--- src/rtl/ml_lfsr.sv ---
// ml_lfsr: maximal-length Fibonacci LFSR pattern generator for BIST.
// Emits every non-zero WIDTH-bit pattern once per period, one per clock.
// `complete` marks the last pattern of a period. It either holds there
// (FREE_RUN=0) or restarts from SEED on the following edge (FREE_RUN=1).
// State bit 0 is the feedback/input stage; dt_out mirrors the flops directly.
module ml_lfsr #(
  parameter int               WIDTH    = 3,
  parameter logic [0:WIDTH-1] SEED     = {1'b1, {(WIDTH-1){1'b0}}},
  parameter bit               FREE_RUN = 1'b0
) (
  output logic [0:WIDTH-1] dt_out,
  output logic             complete,
  input  logic             reset,
  input  logic             clock
);

  // Tap positions for each supported width, as state indices (exponent - 1).
  // All polynomials are primitive, so the period is 2^WIDTH - 1.
  function automatic logic [0:15] tap_mask(input int w);
    logic [0:15] m;
    m = '0;
    case (w)
      2:  begin m[1]  = 1'b1; m[0]  = 1'b1; end
      3:  begin m[2]  = 1'b1; m[1]  = 1'b1; end
      4:  begin m[3]  = 1'b1; m[2]  = 1'b1; end
      5:  begin m[4]  = 1'b1; m[2]  = 1'b1; end
      6:  begin m[5]  = 1'b1; m[4]  = 1'b1; end
      7:  begin m[6]  = 1'b1; m[5]  = 1'b1; end
      8:  begin m[7]  = 1'b1; m[5]  = 1'b1; m[4] = 1'b1; m[3] = 1'b1; end
      9:  begin m[8]  = 1'b1; m[4]  = 1'b1; end
      10: begin m[9]  = 1'b1; m[6]  = 1'b1; end
      11: begin m[10] = 1'b1; m[8]  = 1'b1; end
      12: begin m[11] = 1'b1; m[5]  = 1'b1; m[3] = 1'b1; m[0] = 1'b1; end
      13: begin m[12] = 1'b1; m[3]  = 1'b1; m[2] = 1'b1; m[0] = 1'b1; end
      14: begin m[13] = 1'b1; m[4]  = 1'b1; m[2] = 1'b1; m[0] = 1'b1; end
      15: begin m[14] = 1'b1; m[13] = 1'b1; end
      16: begin m[15] = 1'b1; m[14] = 1'b1; m[12] = 1'b1; m[3] = 1'b1; end
      default: m = '0;
    endcase
    return m;
  endfunction

  // Unsupported widths have no tap entry; stop elaboration rather than
  // silently build a non-maximal (or degenerate) register.
  if (WIDTH < 2 || WIDTH > 16) begin : g_width_check
    $error("ml_lfsr: WIDTH must lie in 2..16");
  end

  localparam logic [0:15]        TAPS_ALL     = tap_mask(WIDTH);
  localparam logic [0:WIDTH-1]   TAPS         = TAPS_ALL[0:WIDTH-1];
  localparam logic [0:WIDTH-1]   DEFAULT_SEED = {1'b1, {(WIDTH-1){1'b0}}};
  // A zero seed would lock the register up, so fall back to the default.
  localparam logic [0:WIDTH-1]   SEED_EFF     = (SEED == '0) ? DEFAULT_SEED : SEED;
  localparam logic [WIDTH-1:0]   COUNT_ONE    = {{(WIDTH-1){1'b0}}, 1'b1};
  localparam logic [WIDTH-1:0]   COUNT_LAST   = '1;
  // Counter value on the pattern just before the last one of a period.
  localparam logic [WIDTH-1:0]   COUNT_PRE    = COUNT_LAST - COUNT_ONE;

  logic [0:WIDTH-1] state_reg, state_next;
  logic [WIDTH-1:0] count_reg, count_next;
  logic             complete_reg, complete_next;
  logic [0:WIDTH-1] tap_bits;
  logic             feedback;
  logic             lockup;

  // Mask each stage with its tap flag; the XOR of the masked bits is the
  // new value entering stage 0.
  for (genvar gi = 0; gi < WIDTH; gi++) begin : g_tap
    assign tap_bits[gi] = state_reg[gi] & TAPS[gi];
  end

  assign feedback = ^tap_bits;
  assign lockup   = (state_reg == '0);

  // Next-state selection: lock-up recovery, end-of-period handling, or shift.
  always_comb begin
    state_next    = state_reg;
    count_next    = count_reg;
    complete_next = complete_reg;
    if (lockup) begin
      // All-zero state can only arise from corruption; it would never
      // leave on its own, so restart the period from the seed.
      state_next    = SEED_EFF;
      count_next    = COUNT_ONE;
      complete_next = 1'b0;
    end else if (complete_reg) begin
      if (FREE_RUN) begin
        state_next    = SEED_EFF;
        count_next    = COUNT_ONE;
        complete_next = 1'b0;
      end
      // Otherwise halt: register, counter and complete all hold.
    end else begin
      state_next    = {feedback, state_reg[0:WIDTH-2]};
      count_next    = count_reg + COUNT_ONE;
      // Registered flag lines up with the pattern it describes.
      complete_next = (count_reg == COUNT_PRE);
    end
  end

  // State, pattern counter and complete flag; reset has top priority.
  always_ff @(posedge clock) begin
    if (reset) begin
      state_reg    <= SEED_EFF;
      count_reg    <= COUNT_ONE;
      complete_reg <= 1'b0;
    end else begin
      state_reg    <= state_next;
      count_reg    <= count_next;
      complete_reg <= complete_next;
    end
  end

  assign dt_out   = state_reg;
  assign complete = complete_reg;

endmodule

--- config.mk ---
export PLATFORM = sky130hd
export DESIGN_NAME = ml_lfsr
export DESIGN_NICKNAME = d
export VERILOG_FILES = /design/src/rtl/ml_lfsr.sv
export SDC_FILE = /design/constraint.sdc
export NUM_CORES = 1
export LEC_CHECK = 0
export CORE_AREA = 2 2 39 41
export DETAILED_ROUTE_END_ITERATION = 6
export DIE_AREA = 0 0 41 43
export HOLD_SLACK_MARGIN = 0.03
export MAX_ROUTING_LAYER = met4
export SLEW_MARGIN = 20
export SYNTH_ARGS = -nofsm -noshare
export SYNTH_HDL_FRONTEND = slang
export SYNTH_SLANG_ARGS = --single-unit
export TNS_END_PERCENT = 50
--- constraint.sdc ---
create_clock -name clock -period 2.1 [get_ports clock]
set_clock_uncertainty 0.15 [all_clocks]
set_input_delay 0.42 -clock clock [delete_from_list [all_inputs] [get_ports clock]]
set_output_delay 0.42 -clock clock [all_outputs]
set_load 0.01 [all_outputs]
==> results of run 1 <==
kinds of logic (layout without fill, tap and decap cells):
logic type                 count (synthesis)  in the layout  share of synthesized area, %
muxes                                      1              1                          3.07
AOI/OAI and AO/OA                          6              6                          15.3
buffers and inverters                      5             14                          8.04
DFF                                        7              7                          42.9
xor gates and xnor gates                   2              2                          5.36
adders and majority gates                  3              3                          11.5
and+or+nand+nor                            8              8                          13.8
worst max-delay path by stage:
| stage | from | to | cells past startpoint |
|---|---|---|---|
| global route | dt_out[0]$_SDFFE_PP1N_ | dt_out[0] | 1 |
| global placement | reset | dt_out[0]$_SDFFE_PP1N_ | 3 |
| floorplan | dt_out[1]$_SDFFE_PP0N_ | dt_out[0]$_SDFFE_PP1N_ | 5 |
| detailed placement | reset | dt_out[0]$_SDFFE_PP1N_ | 3 |
| finish | dt_out[0]$_SDFFE_PP1N_ | dt_out[0] | 1 |
| CTS | dt_out[0]$_SDFFE_PP1N_ | dt_out[0] | 1 |
per-stage QoR:
stage	utilization [%]	worst slack [ns]	cell area, um^2
2_1_floorplan	-	0.797	327
3_3_place_gp	28.4	0.539	393
3_5_place_dp	28.4	0.531	393
4_1_cts	30.3	0.282	419
5_1_grt	30.3	0.237	419
6_report	30.3	0.293	419
metal layers:
| metal | global-route usage (%) | wire length (um) | up-vias |
|---|---|---|---|
| met1 | 8.77 | 199 | 98 |
| met5 | - | 0 | - |
| met2 | 9.69 | 225 | 8 |
| met3 | 4.71 | 34 | 2 |
| li1 | - | - | 120 |
| met4 | 8.00 | 9 | 0 |
synthesized netlist by cell type:
| library cell | number |
|---|---|
| xnor2_1 | 1 |
| nor2b_4 | 1 |
| nor2_1 | 5 |
| dfxtp_1 | 7 |
| nor2b_1 | 1 |
| mux2i_1 | 1 |
| a211o_1 | 1 |
| xor2_1 | 1 |
| a21oi_1 | 3 |
| inv_1 | 4 |
| nand2b_1 | 1 |
| ha_1 | 3 |
| buf_6 | 1 |
| o21bai_4 | 1 |
| a211oi_1 | 1 |
layout make-up:
class | count | area (um^2) | area share [%]
Sequential cell | 7 | 140 | 33.4
Inverter | 4 | 15.0 | 3.58
Tap cell | 16 | 20.0 | 4.78
Timing Repair Buffer | 6 | 57.6 | 13.7
Multi-Input combinational cell | 20 | 160 | 38.2
Clock buffer | 4 | 26.3 | 6.27
where the power goes:
part	switching (mW)	internal (mW)	leakage [nW]	total, mW
Combinational	0.0376	0.0504	0.109	0.0880
Sequential	0.0174	0.154	0.0580	0.171
Clock	0.0477	0.0724	0.0150	0.120
Total	0.103	0.276	0.182	0.379
==> results.ini, run 1 <==
[detailed_routing]
drc = 0
wirelength_um = 469
drtIter0Drc = 0
via_per_inst = 4.00
antenna_left = 0
drtPass1Iterations = 1
route.vias.total = 228
wl_per_cell_um = 8.23

[floorplan]
rows = 14
start_util_pct = 23.6
io_pins = 6
fp.coreArea_um2 = 1380
die_area_um2 = 1760
fp.dieW_um = 41
die_h_um = 43

[synth]
yosysUniqueCellTypes = 15
syn_area_um2 = 327
synth_area_per_cell_um2 = 10.2
ys_top_cells_by_area = dfxtp_1 43%, ha_1 11%, nor2_1 5.7%
yosys.area.top_type = dfxtp_1
syn-num-nets = 37
ys_seq_area_share_pct = 42.9
yosysTopAreaCellShare_pct = 42.9
syn_inst = 32
ys_ff_latch = 7
yosysWarnings = 0

[clock_tree]
holdBufCountCts = 0
cts_tree = built
numCtsBuffers = 3
cts_resized = 0
path_clk_slew_ns = 0.05
cts_setup_buffers = 0
cts.sinks = 7
clk_latency_ns = 0.25
cts-root-buf = clkbuf_4
cts_buffer_depth = 2
cts.htree.levels = 1

[min_path]
worstHoldEndpoint = dt_out[1]$_SDFFE_PP0N_
hold_depth = 2
min-delay-path-class = register to register
min-delay-start = dt_out[1]$_SDFFE_PP0N_

[worst_setup_path]
cp_max_fo = 4
critPathArrivalTime_ns = 1.24
r2r_setup_slack_ns = 0.80
cpMaxStageDelayCell = clkdlybuf4s50_1
cp.required_ns = 1.53
rr_startpoint = dt_out[2]$_SDFFE_PP0N_
worstPathCellList = clkdlybuf4s50_1
crit_type = register to output port
crit_buf_inv = 1
worstSetupEndpointType = output port
worst_setup_path_start_kind = register
r2r_cells = 5
worst_path_largest_cell_delay_ns = 0.57
timing.rr.end = dt_out[0]$_SDFFE_PP1N_
path_delay_family = buffers and inverters

[place]
gp_congestion = 0.681
dp_cells = 53
dpl.hpwl_um = 356
port_buffers = 5

[sta]
fin_crit_ns = 1.81
fin_setup_tns_ns = 0
tightestPinTransition_ns = 0.200
hold_violations = 0
slew_headroom_pct = 86.6
period_share_pct = 86.0
finalHoldWorstSlack_ns = 0.358
drv_slew = 0
setup_viol = 0
fmax_mhz = 553
rsz0062_at_grt = no

[global_routing]
grt_max_degree = 11
grt_pass1_wl_um = 855
first_global_vias = 228
grt_overflow = 0
track_usage_pct = 8.15
antenna_found_initial = 0

[finish]
fin_cells = 57
syn_to_final_growth_pct = 28.4
layout-drive-gt1-share_pct = 14.6
diodes = 0
fill_cells = 142
most-common-layout-cells = 7 x dfxtp_1, 5 x nor2_1, 5 x clkdlybuf4s50_1, 4 x inv_1
final_nets = 47
final_common_cell = dfxtp_1

[pwr]
peakVddDrop_uv = 366
p_leak_nw = 0.182
totalPowerFinal_mw = 0.379
powerDensity_nw_per_um2 = 904

[job]
drv_cap = 0

[outcome]
outcome = finished clean

No activity file was read; power rests on OpenSTA's default activity.
==> inputs of run 2 (changes only) <==
GPL_TIMING_DRIVEN = 0   (was unset)
==> results.ini, run 2 (synthesized netlist as in run 1, its figures left out) <==
[outcome]
outcome = finished clean

[detailed_routing]
route.vias.total = 229  ; +0.44%
wirelength_um = 503  ; +7.2%
drtPass1Iterations = 1  ; unchanged
drc = 0  ; unchanged
drtIter0Drc = 0  ; unchanged
antenna_left = 0  ; unchanged
wl_per_cell_um = 8.82  ; +7.2%
via_per_inst = 4.02  ; +0.44%

[worst_setup_path]
crit_buf_inv = 1  ; unchanged
cp.required_ns = 1.53  ; about the same
worstSetupEndpointType = output port
critPathArrivalTime_ns = 1.24  ; about the same
cp-endpoint = dt_out[0]
worstPathCellList = clkdlybuf4s50_1
startpoint = dt_out[0]$_SDFFE_PP1N_
path_delay_family = buffers and inverters
timing.rr.end = dt_out[0]$_SDFFE_PP1N_
worst_path_largest_cell_delay_ns = 0.57  ; about the same
worst_setup_path_start_kind = register
rr_startpoint = dt_out[2]$_SDFFE_PP0N_
crit_type = register to output port
cp_max_fo = 4  ; unchanged
r2r_cells = 5  ; unchanged
cpMaxStageDelayCell = clkdlybuf4s50_1
cp.depth = 1  ; unchanged
r2r_setup_slack_ns = 0.80  ; about the same

[global_routing]
grt_overflow = 0  ; unchanged
track_usage_pct = 7.54  ; -0.61 points
grt_max_degree = 11  ; unchanged
first_global_vias = 221  ; -3.1%
grt_pass1_wl_um = 841  ; -1.6%
antenna_found_initial = 0  ; unchanged

[sta]
tightestPinTransition_ns = 0.191  ; -0.00941 ns
fin_setup_tns_ns = 0  ; unchanged
rsz0062_at_grt = no
drv_slew = 0  ; unchanged
fin_crit_ns = 1.81  ; -0.00117 ns
period_share_pct = 86.0  ; about the same
hold_violations = 0  ; unchanged
finalHoldWorstSlack_ns = 0.352  ; -0.00605 ns
fmax_mhz = 554  ; about the same
setup_viol = 0  ; unchanged
slew_headroom_pct = 87.3  ; +0.63 points

[place]
dp_cells = 53  ; unchanged
placed_cell_area_um2 = 397  ; +0.96%
port_buffers = 5  ; unchanged
gp_congestion = 0.629  ; -7.7%
dpl.hpwl_um = 345  ; -3.0%

[pwr]
peakVddDrop_uv = 364  ; -0.49%
p_int_mw = 0.277  ; +0.18%
pwr-share-clk_pct = 32.5  ; +0.8 points
power_frac_seq_pct = 44.4  ; -0.7 points
switching_share_pct = 28.0  ; +0.97 points
powerDensity_nw_per_um2 = 910  ; +0.63%
combPwrFrac_pct = 23.1  ; about the same
p_leak_nw = 0.183  ; +0.39%
p_switching_mw = 0.108  ; +5.2%

[finish]
fin_area_um2 = 423  ; +0.90%
fin_util_pct = 30.6  ; +0.27 points
final_common_cell = dfxtp_1
fin_cells = 57  ; unchanged
final_nets = 47  ; unchanged
most-common-layout-cells = 7 x dfxtp_1, 5 x nor2_1, 5 x clkdlybuf4s50_1, 4 x inv_1
layout-drive-gt1-share_pct = 14.6  ; unchanged
syn_to_final_growth_pct = 29.5
diodes = 0  ; unchanged

[clock_tree]
cts_tree = built
cts_setup_buffers = 0  ; unchanged
cts.sinks = 7  ; unchanged
cts.htree.levels = 1  ; unchanged
cts-root-buf = clkbuf_4
holdBufCountCts = 0  ; unchanged
cts_resized = 0  ; unchanged
path_clk_slew_ns = 0.05  ; about the same
cts_buffer_depth = 2  ; unchanged
numCtsBuffers = 3  ; unchanged
clk_latency_ns = 0.25  ; about the same

[floorplan]
fp.coreArea_um2 = 1380  ; unchanged
fp.dieW_um = 41  ; unchanged
start_util_pct = 23.6  ; unchanged
io_pins = 6  ; unchanged
rows = 14  ; unchanged
die_h_um = 43  ; unchanged
die_area_um2 = 1760  ; unchanged

[min_path]
min-delay-path-class = register to register

[job]
drv_cap = 0  ; unchanged

run 2: cell types whose count changed in the layout (fill, tap and decap cells not counted):
cell,before,now
buf_4,1,0
buf_6,0,1
run 2: stage by stage:
stage,power (mW),worst slack [ns]
after floorplan,0.234,0.797
after global placement,0.262,0.522
after detailed placement,0.263,0.520
after CTS,0.394,0.275
after global routing,0.410,0.237
final,0.385,0.294
run 2: how the worst min path moves through the flow:
stage                              startpoint                     end  slack, ns  cells past startpoint
floorplan           count_reg[2]$_SDFFE_PP0N_     complete$_SDFF_PP0_       0.33                      2
global placement       dt_out[1]$_SDFFE_PP0N_  dt_out[1]$_SDFFE_PP0N_       0.34                      2
detailed placement     dt_out[1]$_SDFFE_PP0N_  dt_out[1]$_SDFFE_PP0N_       0.34                      2
CTS                    dt_out[1]$_SDFFE_PP0N_  dt_out[1]$_SDFFE_PP0N_       0.36                      2
global route           dt_out[1]$_SDFFE_PP0N_  dt_out[1]$_SDFFE_PP0N_       0.40                      2
finish                 dt_out[1]$_SDFFE_PP0N_  dt_out[1]$_SDFFE_PP0N_       0.35                      2
run 2: layout make-up:
cell class / instances / area, um^2
tap: 16 / 20.0
multi-input combinational: 20 / 160
inverter: 4 / 15.0
timing repair buffer: 5 / 50.0
sequential: 7 / 140
clock buffer: 4 / 26.3
buffer: 1 / 11.3
fill: 147 / 961
run 2: power groups by stage:
| stage | logic [mW] | clock network [mW] | registers (mW) |
|---|---|---|---|
| final | 0.0889 | 0.125 | 0.171 |
| after CTS | 0.0911 | 0.131 | 0.171 |
| after global placement | 0.0883 | 0 | 0.174 |
| after floorplan | 0.0585 | 0 | 0.175 |
| after global routing | 0.0993 | 0.136 | 0.175 |
| after detailed placement | 0.0893 | 0 | 0.174 |
run 2: routing by layer:
layer	vias to the layer above	track usage [%]	routed length [um]	part of all wire (%)
met1	101	7.82	202	40
li1	120	-	-	-
met5	-	-	0	0
met4	0	8.00	14	2.8
met2	6	10.6	259	51
met3	2	1.57	26	5.2
run 2: worst register-to-register path: stages (launching register included):
cell and delay [ns]:
dfxtp_1 0.35, inv_1 0.05, ha_1 0.18, inv_1 0.10, o21bai_4 0.09, a211o_1 0.27
